--- src/rtl/hazard_ctrl.sv ---
// hazard_ctrl: pipeline hazard and sequencing controller for the 5-stage RV32 core.
// It drives the stall and flush controls for IF/ID, ID/EX and EX/MEM, and the PC enable.
// It resolves three cases:
//   - load-use hazards, by inserting one bubble;
//   - EX-stage redirects, by flushing the wrong-path instructions;
//   - multi-cycle EX operations, with a RUN/MC_WAIT state machine that has a timeout.
// It also keeps two saturating performance counters.
module hazard_ctrl #(
    parameter int MC_TIMEOUT = 64,
    parameter int CNT_W      = 16
) (
    input  logic             clock,
    input  logic             reset,
    input  logic [4:0]       id_rs1,
    input  logic [4:0]       id_rs2,
    input  logic             id_use_rs1,
    input  logic             id_use_rs2,
    input  logic [4:0]       ex_rd,
    input  logic             ex_mem_read,
    input  logic             ex_redirect,
    input  logic             ex_mc_start,
    input  logic             ex_mc_done,
    output logic             pc_en,
    output logic             pc_sel_redir,
    output logic             if_id_stall,
    output logic             if_id_flush,
    output logic             id_ex_stall,
    output logic             id_ex_flush,
    output logic             ex_mem_flush,
    output logic             mc_timeout,
    output logic [CNT_W-1:0] stall_cycles,
    output logic [CNT_W-1:0] flush_events
);

    // The MC counter must be able to hold MC_TIMEOUT itself.
    localparam int MC_W = $clog2(MC_TIMEOUT + 1);
    localparam logic [MC_W-1:0] MC_LIMIT = MC_W'(MC_TIMEOUT);

    typedef enum logic {
        RUN     = 1'b0,
        MC_WAIT = 1'b1
    } state_t;

    state_t          state_reg;
    state_t          state_next;
    logic [MC_W-1:0] mc_cnt_reg;
    logic [MC_W-1:0] mc_cnt_next;
    logic            timeout_set;
    logic            load_use;
    logic            redirect_flush;

    // Detect a load in EX whose destination is read by the instruction in ID.
    // x0 is never a real dependency.
    always_comb begin
        load_use = ex_mem_read && (ex_rd != 5'd0) &&
                   ((id_use_rs1 && (id_rs1 == ex_rd)) ||
                    (id_use_rs2 && (id_rs2 == ex_rd)));
    end

    // Register the state and the multi-cycle elapsed-cycle counter.
    always_ff @(posedge clock or posedge reset) begin
        if (reset) begin
            state_reg  <= RUN;
            mc_cnt_reg <= '0;
        end else begin
            state_reg  <= state_next;
            mc_cnt_reg <= mc_cnt_next;
        end
    end

    // Compute the next state.
    // A redirect kills a wrong-path mc_start.
    // A start with a same-cycle done behaves as a one-cycle op.
    always_comb begin
        state_next  = state_reg;
        mc_cnt_next = mc_cnt_reg;
        timeout_set = 1'b0;
        case (state_reg)
            RUN: begin
                if (!ex_redirect && ex_mc_start && !ex_mc_done) begin
                    state_next  = MC_WAIT;
                    mc_cnt_next = MC_W'(1);
                end
            end
            MC_WAIT: begin
                if (ex_mc_done) begin
                    state_next  = RUN;
                    mc_cnt_next = '0;
                end else begin
                    mc_cnt_next = mc_cnt_reg + 1'b1;
                    if (mc_cnt_next >= MC_LIMIT) begin
                        // The unit is presumed hung: drop its result and resume.
                        timeout_set = 1'b1;
                        state_next  = RUN;
                        mc_cnt_next = '0;
                    end
                end
            end
            default: begin
                state_next  = RUN;
                mc_cnt_next = '0;
            end
        endcase
    end

    // Drive the pipeline controls combinationally from the state and inputs.
    // The chosen pairings never stall and flush the same register at once.
    always_comb begin
        pc_en          = 1'b1;
        pc_sel_redir   = 1'b0;
        if_id_stall    = 1'b0;
        if_id_flush    = 1'b0;
        id_ex_stall    = 1'b0;
        id_ex_flush    = 1'b0;
        ex_mem_flush   = 1'b0;
        redirect_flush = 1'b0;
        if (reset) begin
            pc_en        = 1'b0;
            if_id_flush  = 1'b1;
            id_ex_flush  = 1'b1;
            ex_mem_flush = 1'b1;
        end else begin
            case (state_reg)
                RUN: begin
                    if (ex_redirect) begin
                        pc_sel_redir   = 1'b1;
                        if_id_flush    = 1'b1;
                        id_ex_flush    = 1'b1;
                        redirect_flush = 1'b1;
                    end else if (ex_mc_start && !ex_mc_done) begin
                        pc_en        = 1'b0;
                        if_id_stall  = 1'b1;
                        id_ex_stall  = 1'b1;
                        ex_mem_flush = 1'b1;
                    end else if (ex_mc_start) begin
                        // A one-cycle multi-cycle op: its result advances normally.
                        pc_en = 1'b1;
                    end else if (load_use) begin
                        pc_en       = 1'b0;
                        if_id_stall = 1'b1;
                        id_ex_flush = 1'b1;
                    end
                end
                MC_WAIT: begin
                    if (!ex_mc_done) begin
                        pc_en        = 1'b0;
                        if_id_stall  = 1'b1;
                        id_ex_stall  = 1'b1;
                        ex_mem_flush = 1'b1;
                    end
                end
                default: begin
                    pc_en = 1'b1;
                end
            endcase
        end
    end

    // Set the sticky timeout flag. Only reset clears it.
    always_ff @(posedge clock or posedge reset) begin
        if (reset) begin
            mc_timeout <= 1'b0;
        end else if (timeout_set) begin
            mc_timeout <= 1'b1;
        end
    end

    // Count stalled cycles, saturating at all-ones.
    always_ff @(posedge clock or posedge reset) begin
        if (reset) begin
            stall_cycles <= '0;
        end else if (!pc_en && (stall_cycles != {CNT_W{1'b1}})) begin
            stall_cycles <= stall_cycles + 1'b1;
        end
    end

    // Count redirect flushes, saturating at all-ones.
    always_ff @(posedge clock or posedge reset) begin
        if (reset) begin
            flush_events <= '0;
        end else if (redirect_flush && (flush_events != {CNT_W{1'b1}})) begin
            flush_events <= flush_events + 1'b1;
        end
    end

endmodule

--- config.mk ---
export PLATFORM = sky130hd
export DESIGN_NAME = hazard_ctrl
export DESIGN_NICKNAME = d
export VERILOG_FILES = /design/src/rtl/hazard_ctrl.sv
export SDC_FILE = /design/constraint.sdc
export NUM_CORES = 1
export LEC_CHECK = 0
export BUFFER_PORTS_ARGS = -buffer_cell sky130_fd_sc_hd__buf_2
export CELL_PAD_IN_SITES_DETAIL_PLACEMENT = 0
export CELL_PAD_IN_SITES_GLOBAL_PLACEMENT = 1
export CORE_MARGIN = 2
export CORE_UTILIZATION = 39
export CTS_CLUSTER_SIZE = 25
export DETAILED_ROUTE_END_ITERATION = 6
export GPL_TIMING_DRIVEN = 0
export HOLD_SLACK_MARGIN = 0.05
export PLACE_DENSITY_LB_ADDON = 0.15
export SKIP_LAST_GASP = 1
export SLEW_MARGIN = 20
export SYNTH_ARGS = -nofsm -noshare
export SYNTH_HDL_FRONTEND = slang
export SYNTH_SLANG_ARGS = --single-unit
--- constraint.sdc ---
create_clock -name clock -period 2.7 [get_ports clock]
set_input_delay 0.54 -clock clock [delete_from_list [all_inputs] [get_ports clock]]
set_output_delay 0.54 -clock clock [all_outputs]
set_load 0.01 [all_outputs]
# Yosys cells after proc, flatten, opt, wreduce, memory -nomap -nowiden
# Index checks and enable logic that the tools add are counted.
# Widths: inputs -> output; s select.
# word_totals
regBits	41
latchBits	0
ramBits	0
romBits	0
in_bits	23
wordCells	67
memories	0
# classes
addsub	3
n_mul	0
n_div	0
magnitude_cmp	1
n_eq_ne	5
shift	0
muxes	38
bitwise	1
n_reduce_logical	14
# ops
operator	n
$add 16x1->16 const B	2
$ne 16x16->1 const B	2
$mux 1	30
$mux 7	3
$pmux 7 s2	1
$eq 5x5->1	2
$logic_and 1x1->1	9
$pmux 1 s2	4
$add 7x1->7 const B	1
$ge 7x7->1 const B	1
$reduce_bool 5->1	1
$logic_not 1->1	3
$ne 2x2->1 const B	1
$logic_or 1x1->1	1
$not 1->1	1

# Longest topological paths before layout
# Gate-level depths: netlist (run 1).
# logic_depth
ltp_word	12
depth_mapped	9
mapped_depth_nobuf	7

# Worst setup path after synthesis (run 1)
# OpenSTA, ideal clock, no wires.
# synth_path
path_kind	input to output
startpoint	in reset
endpoint	out pc_en
arrival_ns	2.253
required_time_ns	2.160
setup_slack_ns	-0.093
cell_stages	6
cell_sequence	inv_1 > nand2_1 > a21o_1 > buf_6 > buf_6 > inv_2
# synth_via
elab_chain_cells	1
# synth_rtl
item	line_no	text
start: declaration	13	input logic reset,
$mux 1	117	if (reset) begin
end: declaration	23	output logic pc_en,
# Every way passes these cells.

# Worst setup path after layout (run 1)
# layout_path
startpoint	in ex_rd[1]
endpoint	out pc_en
# layout_via
elab_chain_cells	10
# layout_rtl
item	line_no	text
start: declaration	18	input logic [4:0] ex_rd,
$eq 5x5->1 (on tied branches)	56, 57	
$logic_and 1x1->1 (on tied branches)	56, 57	
$logic_or 1x1->1	56	((id_use_rs1 && (id_rs1 == ex_rd)) ||
$logic_and 1x1->1 *	55	load_use = ex_mem_read && (ex_rd != 5'd0) &&
$mux 1 *	138	end else if (load_use) begin
$mux 1 *	135	end else if (ex_mc_start) begin
$mux 1 *	130	end else if (ex_mc_start && !ex_mc_done) begin
$mux 1 *	125	if (ex_redirect) begin
$pmux 1 s2 *	123	case (state_reg)
$mux 1 *	117	
# Every way passes the cells marked *; elsewhere a longest branch is shown, timed or not.

==> flow_summary.ini, run 1 <==
[cells_and_area]
final_common_cell = buf_2
multiInputGateArea_um2 = 1095
regArea_um2 = 1026
final_cell_mix = buf_2 (63), dfrtp_1 (41), xnor2_1 (36)
finalNetCount = 300
area_growth_pct = 22.90
n_fill_cell = 535
layout-drive-gt1-share_pct = 33.09
diodes = 0

[logic_synthesis]
syn-cell-area_um2 = 2186
synth_cells = 203
yosysWarnings = 0
ys_seq_area_share_pct = 46.94
synth_edf_count = 0
async_reset_ff_share_pct = 100.0
synth_cell_types = 41
synth.avg_cell_area_um2 = 10.77
ys.flop_type = dfrtp_1
syn_nets = 229
synth_seq_cells = 41

[sta]
rsz0062_at_grt = no
final_hold_viol_count = 0
relSlewSlack_pct = 37.64
min_period_over_period_pct = 96.37
setup_viol = 0
setup_slack_ps = 98.07
timing.fmax_ghz = 0.3843
tightest_slew_ps = 930.3
maxSlewViolCount = 0
period_needed_ps = 2602
fin_worst_skew_ps = 9.773

[drt]
drtPass1Iterations = 4
vias_per_cell = 5.049
wl_um = 4596
routed-via-count = 1752
drt_iter0_markers = 45
drc = 0
antenna_left = 0
wl_per_cell_um = 13.24

[setup_path]
ff2ff_path_depth = 7
arrival_ps = 2060
r2r_start = stall_cycles[6]
crit_family = simple AND/OR/NAND/NOR gates
crit_slowest_cell = or4_1
end_kind = primary output
path_cells = buf_2 > or4_1 > o21ai_1 > nor2_1 > a21o_1 > buf_6 > buf_6 > inv_2 > buf_2
start_kind = primary input
crit_fanout = 10
path_buf_inv = 5
worstPathRequired_ps = 2160
r2r-end = stall_cycles[9]
r2r_setup_slack_ps = 670
cp_slowest_stage_delay_ps = 530
critPathKind = in2out

[global_route]
grt_pass1_vias = 1717
grt_start_max_net_pins = 22
grt_use_total_pct = 15.55
overflow = 0
grt_pass1_wl_um = 7755
antenna_found_initial = 0

[cts]
cts_hold_buffers = 0
ctsRootBufferMaster = clkbuf_8
cts_buffers = 5
clock_sinks = 41
clk_latency_ps = 290
htree_levels = 2
cts_tree = yes
cts_buffer_depth = 2
path_clk_slew_ps = 80
postCtsSetupBuffers = 0

[power_and_ir_drop]
power_density_nw_per_um2 = 621.6
ir_worst_vdd_uv = 219.8
static-leakage-power_nw = 1.295
p_total_mw = 1.670

[placement]
dp_hpwl_um = 3186
place_ws_ps = -257.7
gp_congestion = 0.7352
port-buffer-count = 62

[run]
max-cap-violations = 0

[floorplan]
die-area_um2 = 6220
pin_count = 63
die_w_um = 78.87
core-area_um2 = 5473
start_util_pct = 39.94
rows = 27
die_height_um = 78.87

[hold_path]
hold_path_class = in2async

[status]
status = finished clean
-- Yosys cell counts, types with 2 or more instances --
master	n	share of area, %
a21oi_1	4	0.92
dfrtp_1	41	47
and3_1	11	3.1
xnor2_1	36	14
inv_1	3	0.52
mux2_1	2	1.0
a22o_1	3	1.2
a21o_1	3	1.0
and2_1	5	1.4
o21a_1	2	0.69
nor2_1	4	0.69
nand3_2	7	3.2
o21ai_0	5	1.1
nor3_1	2	0.46
nand2b_1	2	0.57
ha_1	3	1.7
a31oi_1	2	0.57
xor2_1	3	1.2
and4_1	8	3.2
buf_6	3	1.5
nand2_1	16	2.7
nand3_1	10	2.3
nand4_1	10	2.9
-- worst max-delay path by stage --
stage | startpoint | end | slack [ps] | cells past startpoint
6_report | ex_rd[1] | pc_en | 100 | 9
5_1_grt | ex_rd[1] | pc_en | 5 | 9
2_1_floorplan | reset | pc_en | 300 | 6
3_5_place_dp | reset | pc_en | -260 | 8
3_3_place_gp | reset | pc_en | -260 | 8
4_1_cts | ex_rd[1] | pc_en | 90 | 9
-- through the flow --
step | std cells | setup TNS [ps] | utilization, % | cell area, µm² | hold WS, ps
2_1_floorplan | 203 | 0 | - | 2190 | 462.8
3_3_place_gp | 337 | -258.4 | 47.33 | 2590 | 455.8
3_5_place_dp | 337 | -257.7 | 47.33 | 2590 | 464.8
4_1_cts | 346 | 0 | 48.99 | 2681 | 355.4
5_1_grt | 347 | 0 | 49.09 | 2686 | 282.8
6_report | 347 | 0 | 49.09 | 2686 | 275.8
-- where the power goes --
part | leakage (nW) | switching, mW | internal [mW]
sequential | 0.547 | 0.128 | 0.716
combinational | 0.704 | 0.218 | 0.210
clock | 0.0439 | 0.218 | 0.179
total | 1.30 | 0.565 | 1.11
-- cell families (layout without fill, tap and decap cells) --
| group | after synthesis | in the layout | synth area share [%] |
|---|---|---|---|
| flops | 41 | 41 | 46.94 |
| fa+ha+maj | 3 | 3 | 1.717 |
| simple gates | 82 | 82 | 23.53 |
| buf+inv | 10 | 82 | 2.976 |
| mux | 2 | 2 | 1.030 |
| xor+xnor | 39 | 39 | 15.63 |
| compound gates | 26 | 26 | 8.185 |
-- repair_timing --
action | in CTS | in global routing
gates cloned | 1 | 1
gates resized for setup | 0 | 0
endpoints found under the setup margin | 1 | 1
-- worst reg2reg max path, cell delays in order (launching register included) --
cell and delay (ps):
dfrtp_1 440, and4_1 270, and3_1 210, and2_1 190, nand3_1 200, buf_2 310
nand4_1 150, xnor2_1 150
-- cell type report --
cell class                      instances  area share (%)
Clock inverter                          3          0.6521
Inverter                                4          0.6986
Multi-Input combinational cell        152           40.75
Timing Repair inverter                  2          0.3726
Clock buffer                            5           2.562
Timing Repair Buffer                   62           11.55
Buffer                                  6           1.863
Sequential cell                        41           38.19
Tap cell                               72           3.354
-- layer usage --
metal | routed length, µm | GRT usage, %
met2 | 2014 | 24.27
met5 | 0 | 0
met4 | 19 | 3.621
met1 | 2314 | 21.73
met3 | 249 | 4.091
(Power assumes the default switching activity.)
==> run 2: changes to the inputs <==
--- a/config.mk
+++ b/config.mk
@@ -14,7 +14,7 @@
 export DETAILED_ROUTE_END_ITERATION = 6
 export GPL_TIMING_DRIVEN = 0
 export HOLD_SLACK_MARGIN = 0.05
-export PLACE_DENSITY_LB_ADDON = 0.15
+export PLACE_DENSITY = 0.81
 export SKIP_LAST_GASP = 1
 export SLEW_MARGIN = 20
 export SYNTH_ARGS = -nofsm -noshare
==> flow_summary.ini, run 2 (synthesis results as in run 1) <==
[status]
status = finished clean

[global_route]
grt_pass1_wl_um = 7665
overflow = 0
grt_use_total_pct = 15.52
antenna_found_initial = 0
grt_pass1_vias = 1674
grt_start_max_net_pins = 22

[cells_and_area]
final_cell_mix = buf_2 (63), dfrtp_1 (41), xnor2_1 (36)
finalNetCount = 300
area_growth_pct = 23.81
diodes = 0
n_fill_cell = 536
layout-drive-gt1-share_pct = 32.85
multiInputGateArea_um2 = 1095
final_common_cell = buf_2
regArea_um2 = 1026

[sta]
setup_slack_ps = 105.1
period_needed_ps = 2595
setup_viol = 0
min_period_over_period_pct = 96.11
rsz0062_at_grt = no
final_hold_viol_count = 0
fin_worst_skew_ps = 4.248
fin_hold_ws_ps = 292.2
relSlewSlack_pct = 67.12
maxSlewViolCount = 0
tightest_slew_ps = 490.6
timing.fmax_ghz = 0.3854

[floorplan]
die_height_um = 78.87
core-area_um2 = 5473
die_w_um = 78.87
rows = 27
pin_count = 63
start_util_pct = 39.94
die-area_um2 = 6220

[placement]
port-buffer-count = 62
gp_congestion = 0.7678
place_ws_ps = -253.7
dp_hpwl_um = 3325

[power_and_ir_drop]
ir_worst_vdd_uv = 386.5
power.internal_mw = 1.196
p_seq_share_pct = 48.4
clkPwrFrac_pct = 27.3
power.switching_mw = 0.5511
static-leakage-power_nw = 1.305
switching_share_pct = 31.55
power_density_nw_per_um2 = 645.6
pwr-share-comb_pct = 24.4

[cts]
path_clk_slew_ps = 80
cts_tree = yes
postCtsSetupBuffers = 0
clk_latency_ps = 290
clock_sinks = 41
ctsRootBufferMaster = clkbuf_8
cts_buffer_depth = 2
cts_buffers = 5
cts_resized = 0
htree_levels = 2

[drt]
wl_per_cell_um = 13.41
drt_iter0_markers = 110
routed-via-count = 1769
antenna_left = 0
wl_um = 4641
drc = 0
drtPass1Iterations = 4
vias_per_cell = 5.113

[setup_path]
critPathKind = in2out
crit_fanout = 10
r2r_start = stall_cycles[0]
ff2ff_path_depth = 7
end_kind = primary output
r2r-end = stall_cycles[9]
r2r_setup_slack_ps = 650
start_kind = primary input
arrival_ps = 2050
worstPathRequired_ps = 2160

[hold_path]
hold_path_class = in2async

[run]
max-cap-violations = 0
-- run 2: cell count changes in the layout (fill, tap and decap cells not counted) --
cell	delta
bufinv_16	+1
clkinv_2	-1
clkinvlp_2	-1
-- run 2: critical path, stage by stage --
cell and delay, ps:
buf_2 120, or4_1 520, o21ai_1 170, nor2_1 80, a21o_1 190, buf_6 140, buf_6 150, inv_2 40
buf_2 110
-- run 2: worst max path at each step --
| stage | start | end | slack, ps | depth (start not counted) |
|---|---|---|---|---|
| floorplan | reset | pc_en | 300 | 6 |
| global placement | reset | pc_en | -250 | 8 |
| detailed placement | reset | pc_en | -250 | 8 |
| CTS | ex_rd[1] | pc_en | 110 | 9 |
| global route | ex_rd[1] | pc_en | 8 | 9 |
| finish | ex_rd[1] | pc_en | 110 | 9 |
-- run 2: layout make-up --
cell class | count | area share [%]
multi-input cells | 152 | 40.45
flip-flops and latches | 41 | 37.91
repair buffers | 62 | 11.47
well taps | 72 | 3.329
clock buffers | 5 | 2.543
plain buffers | 6 | 1.849
clock inverters | 2 | 1.294
inverters | 4 | 0.6935
repair inverters | 2 | 0.4623
-- run 2: per-stage QoR --
stage / utilization, % / instance area (µm²) / TNS [ps] / total power [mW] / std cells
final: 49.45 / 2706 / 0 / 1.747 / 346
after global routing: 49.45 / 2706 / 0 / 1.867 / 346
after CTS: 49.31 / 2699 / 0 / 1.768 / 345
after detailed placement: 47.33 / 2590 / -253.7 / 1.286 / 337
after global placement: 47.33 / 2590 / -254.0 / 1.276 / 337
after floorplan: - / 2190 / 0 / 1.101 / 203
-- run 2: what timing repair did --
item | 4_1_cts | 5_1_grt
endpoints found under the setup margin | 1 | 1
cloned | 1 | 1
hold buffers | 0 | 0
-- run 2: per-layer routing --
metal / vias to the layer above / GRT usage (%) / part of all wire, %
li1: 872 / - / -
met1: 852 / 19.77 / 46
met2: 37 / 25.81 / 48
met3: 8 / 3.523 / 3.8
met4: 0 / 5.862 / 1.3
met5: - / 0 / 0
-- run 2: power by group through the flow --
stage	combinational, mW	sequential [mW]	clock, mW
after floorplan	0.225	0.876	0
after global placement	0.422	0.854	0
after detailed placement	0.429	0.856	0
after CTS	0.431	0.845	0.492
after global routing	0.479	0.866	0.522
final	0.426	0.845	0.477
